$ cat src/rtl/replica_pkg.sv
// Shared types for the replica array: city indexing, distance payload and loader FSM states.
package replica_pkg;

  localparam int unsigned city_num_log = 6;
  localparam int unsigned distance_w   = 16;

  typedef logic [distance_w-1:0] distance_data_t;

  // Broadcast write address: row occupies the upper half.
  typedef struct packed {
    logic [city_num_log-1:0] row;
    logic [city_num_log-1:0] col;
  } dis_addr_t;

  typedef enum logic [2:0] {
    IDLE,
    DIAG,
    PAIR_A,
    PAIR_B,
    FIN
  } loader_state_t;

endpackage

$ cat src/rtl/tp_dis_loader.sv
// Loads the symmetric distance table into the node array: writes the zero diagonal,
// then mirrors each upper-triangle stream beat into (i,j) and (j,i).
module tp_dis_loader
  import replica_pkg::*;
#(
  parameter int unsigned city_num = 64
) (
  input  logic                         clk,
  input  logic                         reset,
  input  logic                         start,
  input  logic                         running,
  input  distance_data_t               s_tdata,
  input  logic                         s_tvalid,
  output logic                         s_tready,
  input  logic                         s_tlast,
  output logic                         tp_dis_write,
  output logic [city_num_log*2-1:0]    tp_dis_waddr,
  output distance_data_t               tp_dis_wdata,
  output logic                         busy,
  output logic                         done,
  output logic                         tlast_err
);

  localparam int unsigned CW       = city_num_log;
  localparam logic [CW-1:0] LAST_IDX = CW'(city_num - 1);
  localparam logic [CW-1:0] PEN_IDX  = CW'(city_num - 2);

  loader_state_t  state_q, state_d;
  logic [CW-1:0]  k_q, k_d;
  logic [CW-1:0]  i_q, i_d;
  logic [CW-1:0]  j_q, j_d;
  distance_data_t data_q, data_d;
  logic           busy_q, busy_d;
  logic           done_q, done_d;
  logic           write_q, write_d;
  dis_addr_t      waddr_q, waddr_d;
  distance_data_t wdata_q, wdata_d;
  logic           tready_q, tready_d;
  logic           tlast_err_q, tlast_err_d;

  logic accept;
  logic last_pair;

  assign accept    = s_tvalid & tready_q;
  assign last_pair = (i_q == PEN_IDX) && (j_q == LAST_IDX);

  // Next-state, counter advance and registered-output computation.
  always_comb begin
    state_d     = state_q;
    k_d         = k_q;
    i_d         = i_q;
    j_d         = j_q;
    data_d      = data_q;
    busy_d      = busy_q;
    tlast_err_d = tlast_err_q;
    done_d      = 1'b0;
    write_d     = 1'b0;
    waddr_d     = '0;
    wdata_d     = '0;

    case (state_q)
      IDLE: begin
        if (start && !running) begin
          k_d         = '0;
          i_d         = '0;
          j_d         = CW'(1);
          tlast_err_d = 1'b0;
          busy_d      = 1'b1;
          state_d     = DIAG;
        end
      end
      DIAG: begin
        write_d = 1'b1;
        waddr_d = '{row: k_q, col: k_q};
        k_d     = k_q + CW'(1);
        if (k_q == LAST_IDX) begin
          state_d = PAIR_A;
        end
      end
      PAIR_A: begin
        if (accept) begin
          write_d = 1'b1;
          waddr_d = '{row: i_q, col: j_q};
          wdata_d = s_tdata;
          data_d  = s_tdata;
          if (s_tlast != last_pair) begin
            tlast_err_d = 1'b1;
          end
          state_d = PAIR_B;
        end
      end
      PAIR_B: begin
        write_d = 1'b1;
        waddr_d = '{row: j_q, col: i_q};
        wdata_d = data_q;
        if (last_pair) begin
          state_d = FIN;
        end else begin
          state_d = PAIR_A;
          if (j_q == LAST_IDX) begin
            i_d = i_q + CW'(1);
            j_d = i_q + CW'(2);
          end else begin
            j_d = j_q + CW'(1);
          end
        end
      end
      FIN: begin
        done_d  = 1'b1;
        busy_d  = 1'b0;
        state_d = IDLE;
      end
      default: begin
        state_d = IDLE;
      end
    endcase

    // Ready is registered, so it tracks the state being entered.
    tready_d = (state_d == PAIR_A);
  end

  // State, counters and registered outputs.
  always_ff @(posedge clk or posedge reset) begin
    if (reset) begin
      state_q     <= IDLE;
      k_q         <= '0;
      i_q         <= '0;
      j_q         <= '0;
      data_q      <= '0;
      busy_q      <= 1'b0;
      done_q      <= 1'b0;
      write_q     <= 1'b0;
      waddr_q     <= '0;
      wdata_q     <= '0;
      tready_q    <= 1'b0;
      tlast_err_q <= 1'b0;
    end else begin
      state_q     <= state_d;
      k_q         <= k_d;
      i_q         <= i_d;
      j_q         <= j_d;
      data_q      <= data_d;
      busy_q      <= busy_d;
      done_q      <= done_d;
      write_q     <= write_d;
      waddr_q     <= waddr_d;
      wdata_q     <= wdata_d;
      tready_q    <= tready_d;
      tlast_err_q <= tlast_err_d;
    end
  end

  assign s_tready     = tready_q;
  assign tp_dis_write = write_q;
  assign tp_dis_waddr = waddr_q;
  assign tp_dis_wdata = wdata_q;
  assign busy         = busy_q;
  assign done         = done_q;
  assign tlast_err    = tlast_err_q;

endmodule

$ cat config.mk
export PLATFORM = sky130hd
export DESIGN_NAME = tp_dis_loader
export DESIGN_NICKNAME = d
export VERILOG_FILES = /design/src/rtl/replica_pkg.sv /design/src/rtl/tp_dis_loader.sv
export SDC_FILE = /design/constraint.sdc
export NUM_CORES = 1
export LEC_CHECK = 0
export ABC_AREA = 1
export CORE_MARGIN = 1.5
export CORE_UTILIZATION = 27
export CTS_BUF_LIST = sky130_fd_sc_hd__clkbuf_8
export DETAILED_ROUTE_END_ITERATION = 8
export PLACE_DENSITY = 0.5
export SLEW_MARGIN = 20
export SYNTH_ARGS = -nofsm -noshare
export SYNTH_HDL_FRONTEND = slang
export SYNTH_SLANG_ARGS = --single-unit
export TNS_END_PERCENT = 5
$ cat constraint.sdc
create_clock -name clk -period 4.8 [get_ports clk]
set_input_delay 0.48 -clock clk [delete_from_list [all_inputs] [get_ports clk]]
set_output_delay 0.48 -clock clk [all_outputs]
set_load 0.02 [all_outputs]
==> metrics <==
deepest clock path buffer count 2; total detailed-routing wirelength 7540 um; endpoint with the worst hold slack tlast_err; dominant combinational cell family by area after synthesis simple AND/OR/NAND/NOR gates; startpoint type of the worst setup path register; Post-Place Worst Slack 2.63 ns; transition time at the pin with the least slew margin 0.805 ns; antenna cells 0; Reg2Reg Launch Point state_q[2]; data arrival time of the critical path 2.32 ns; TritonCTS clock tree built; top cell type's share of synthesized area ~56%; full die area 12300 sq um; placed instance area between 3000 and 4000 sq um; sum of overflow across all layers after global routing 0; CP most frequent cell sky130_fd_sc_hd__nand2_1; maximum number of pins on one net before global-route repair 48; hpwl dp 5340 um; Reg2Reg Setup Slack between 2 and 3 ns; Final Max Tran Viols 0; required arrival time at the worst endpoint ~5.0 ns; number of global-route vias before repair 2467; Std-Cell Core Area 11400 sq um; worst hold start tlast_err; Async S/R FF share, synth 100%; Crit. End Element register; initial antenna violation count 0; cell depth of the worst hold path 2; root cell of the clock tree sky130_fd_sc_hd__clkbuf_8; flops & latches, synth 70; met1 Track Usage GR around 18%; setup repair after global routing missed its margin false; end-of-flow core utilization 35.4%; worst slack on hold paths 0.489 ns; Area growth syn-to-layout 28.0%; setup slack of the critical path after layout 2.71 ns; leakage power summed over all cells about 1.8 nW; post-synthesis xor/xnor area fraction 2.23%; Nets 426; placer congestion estimate approximately 0.83; Final Hold Violating Endpoints 0; die boundary height 111 um; Area contributors post-synth sky130_fd_sc_hd__dfrtp_1 56%, sky130_fd_sc_hd__nand2_1 9.4%, sky130_fd_sc_hd__o21ai_0 7.2%; compound-gate portion of the synthesized area 12.4%; starting utilization of the core area between 20% and 30%; highest achievable clock rate roughly 480 MHz; number of I/O port buffers 54; synthesized-area fraction occupied by adder cells under 10%; Maximum Capacitance Violations 0; H-tree lvl count 3; number of detailed-route iterations in the first pass 4; count of endpoints failing setup in the final report 0; DP Cell Count 531; vias after detailed routing 2467; Max-Slew Margin vs Limit 46.3%; layout cells sized above 1 8.42%; Resize count post-CTS 0; post-layout instance area ~4000 sq um; number of top-level design ports 55; cell type with the largest total area after synthesis sky130_fd_sc_hd__dfrtp_1; depth of the worst register-to-register path 8; dominant register cell in the synthesized netlist sky130_fd_sc_hd__dfrtp_1; detailed router's first-iteration violation count 97; multiplexer fraction of the synthesized cell area 0%; category of the critical setup timing path reg2reg; antenna-violating nets left 0; ratio of final minimum period to clock period between 40% and 50%; total number of placement rows 39; count of hold-fix buffers inserted at cts 0; clock period minus final worst setup slack 2.09 ns; clock insertion delay at the later pin of the skew report 0.35 ns; class of the tightest hold or removal check reg2reg; mean cell area of the mapped netlist 9.19 sq um; met2 Resource Use GR 19.8%; syn nets 369; number of enable flip-flop cells after synthesis 0; Most Used Layer, Global Route met2; detailed-route wire length per cell around 14 um; met3 GRT Util 3.55%; end of the worst register-to-register path i_q[1]; fill cell instance count of the final layout 1198; routed via count divided by cell count 4.51; max incr delay on CP about 0.56 ns; clock buffer count from CTS 9; global-route wire length before repair 12600 um; global-route total usage across every layer 12.9%; run status completed; Critical-path top delay cell sky130_fd_sc_hd__nand3_2; number of setup buffers added after CTS 0; Die W around 110 um; worst vdd rail ir drop 214 uV; Max FO, Critical Path 33; fraction of the mapped netlist area in simple logic gates 20.0%; clock-pin slew reported for the worst setup and hold paths after clock tree synthesis 0.07 ns; accumulated negative setup slack 0 ns; power per cell area 445 nW/um^2; cell breakdown of the critical path inv_1 > nand3_2 > inv_4 > nand2_4 > nand2_1 > nand2_1 > nor2_4 > o21ai_1; count of unresolved DRC violations after routing 0; clock sink total 70; worst clock skew 0.0116 ns; warning count from the yosys run 0; Pwr Total around 1.8 mW; sequential area share after synthesis 55.8%; Syn Std Cell Area approximately 3100 sq um; number of unique standard cell types used by synthesis 33; non-filler cells, final 547; Synth Instances 342
-- cells in the final DEF (no fill, tap or decap), drive strengths merged --
master / netlist / routed
nand2: 85 / 85
xnor2: 3 / 3
a31oi: 1 / 1
nor2: 21 / 21
clkdlybuf4s50: 0 / 54
o221ai: 11 / 11
nand4: 1 / 1
inv: 50 / 51
bufinv: 0 / 1
a21oi: 4 / 4
nor3: 4 / 4
buf: 6 / 1
clkbuf: 3 / 9
o32ai: 1 / 1
o22ai: 2 / 2
ha: 5 / 5
dfrtp: 70 / 70
xor2: 5 / 5
o211ai: 1 / 1
nand3: 21 / 21
clkinv: 0 / 3
nand3b: 1 / 1
clkinvlp: 0 / 2
o21ai: 47 / 47
-- area by class of cell --
| class | instances | area [sq um] | area share [%] |
|---|---|---|---|
| flip-flops and latches | 70 | 1750 | 43.6 |
| clock buffers | 9 | 124 | 3.08 |
| multi-input cells | 213 | 1150 | 28.6 |
| inverters | 50 | 191 | 4.76 |
| well taps | 143 | 179 | 4.45 |
| repair buffers | 55 | 548 | 13.6 |
| clock inverters | 7 | 75.1 | 1.87 |
-- worst max-delay path by stage --
| stage | to | cells after the start | startpoint | slack, ns |
|---|---|---|---|---|
| finish | i_q[1] | 8 | state_q[2] | 2.71 |
| global route | i_q[3] | 8 | state_q[2] | 2.49 |
| CTS | i_q[2] | 8 | state_q[2] | 2.67 |
| detailed placement | tp_dis_wdata[8] | 5 | s_tvalid | 2.63 |
| global placement | tp_dis_wdata[12] | 5 | s_tvalid | 2.62 |
| floorplan | busy | 1 | reset | 2.55 |
-- cell usage after synthesis (2+ instances only) --
| master | n |
|---|---|
| sky130_fd_sc_hd__clkbuf_1 | 3 |
| sky130_fd_sc_hd__xnor2_1 | 3 |
| sky130_fd_sc_hd__buf_4 | 3 |
| sky130_fd_sc_hd__ha_1 | 5 |
| sky130_fd_sc_hd__nand3_1 | 18 |
| sky130_fd_sc_hd__inv_1 | 48 |
| sky130_fd_sc_hd__nor2_4 | 2 |
| sky130_fd_sc_hd__nor3_1 | 3 |
| sky130_fd_sc_hd__a21oi_1 | 3 |
| sky130_fd_sc_hd__o221ai_1 | 11 |
| sky130_fd_sc_hd__o21ai_1 | 2 |
| sky130_fd_sc_hd__o21ai_0 | 45 |
| sky130_fd_sc_hd__nand2_2 | 3 |
| sky130_fd_sc_hd__dfrtp_1 | 70 |
| sky130_fd_sc_hd__nand2_4 | 3 |
| sky130_fd_sc_hd__buf_2 | 3 |
| sky130_fd_sc_hd__nand2_1 | 79 |
| sky130_fd_sc_hd__nor2_1 | 17 |
| sky130_fd_sc_hd__o22ai_1 | 2 |
| sky130_fd_sc_hd__xor2_1 | 5 |
| sky130_fd_sc_hd__nand3_2 | 2 |
-- critical path: cells and delay by family (launching register included) --
| family | cells | cell delay [ns] |
|---|---|---|
| compound gates | 1 | 0.10 |
| buf+inv | 2 | 0.47 |
| flops | 1 | 0.41 |
| simple gates | 5 | 1.00 |
-- flip-flops by register name, indices dropped and copies added (netlist names), 3 cells and up --
signal        cells
tp_dis_wdata     16
tp_dis_waddr     12
data_q           16
j_q               6
i_q               6
k_q               6
state_q           3
-- logic make-up (layout without fill, tap and decap cells) --
group	count (synthesis)	in the layout
flip-flops	70	70
AND/OR/NAND/NOR	133	133
AO/OA/AOI/OAI	67	67
XOR/XNOR	8	8
buffers and inverters	59	121
adder cells (fa/ha/maj)	5	5
-- metal layers --
metal / vias up / share of wire [%]
met1: 1167 / 49
met2: 70 / 45
met4: 0 / 1.1
li1: 1222 / -
met5: - / 0
met3: 8 / 4.9
-- report_power, final --
| part | total (mW) | internal (mW) | switching (mW) |
|---|---|---|---|
| registers | 0.798 | 0.730 | 0.0687 |
| clock network | 0.481 | 0.241 | 0.240 |
| logic | 0.510 | 0.191 | 0.318 |
(Power assumes the default switching activity.)
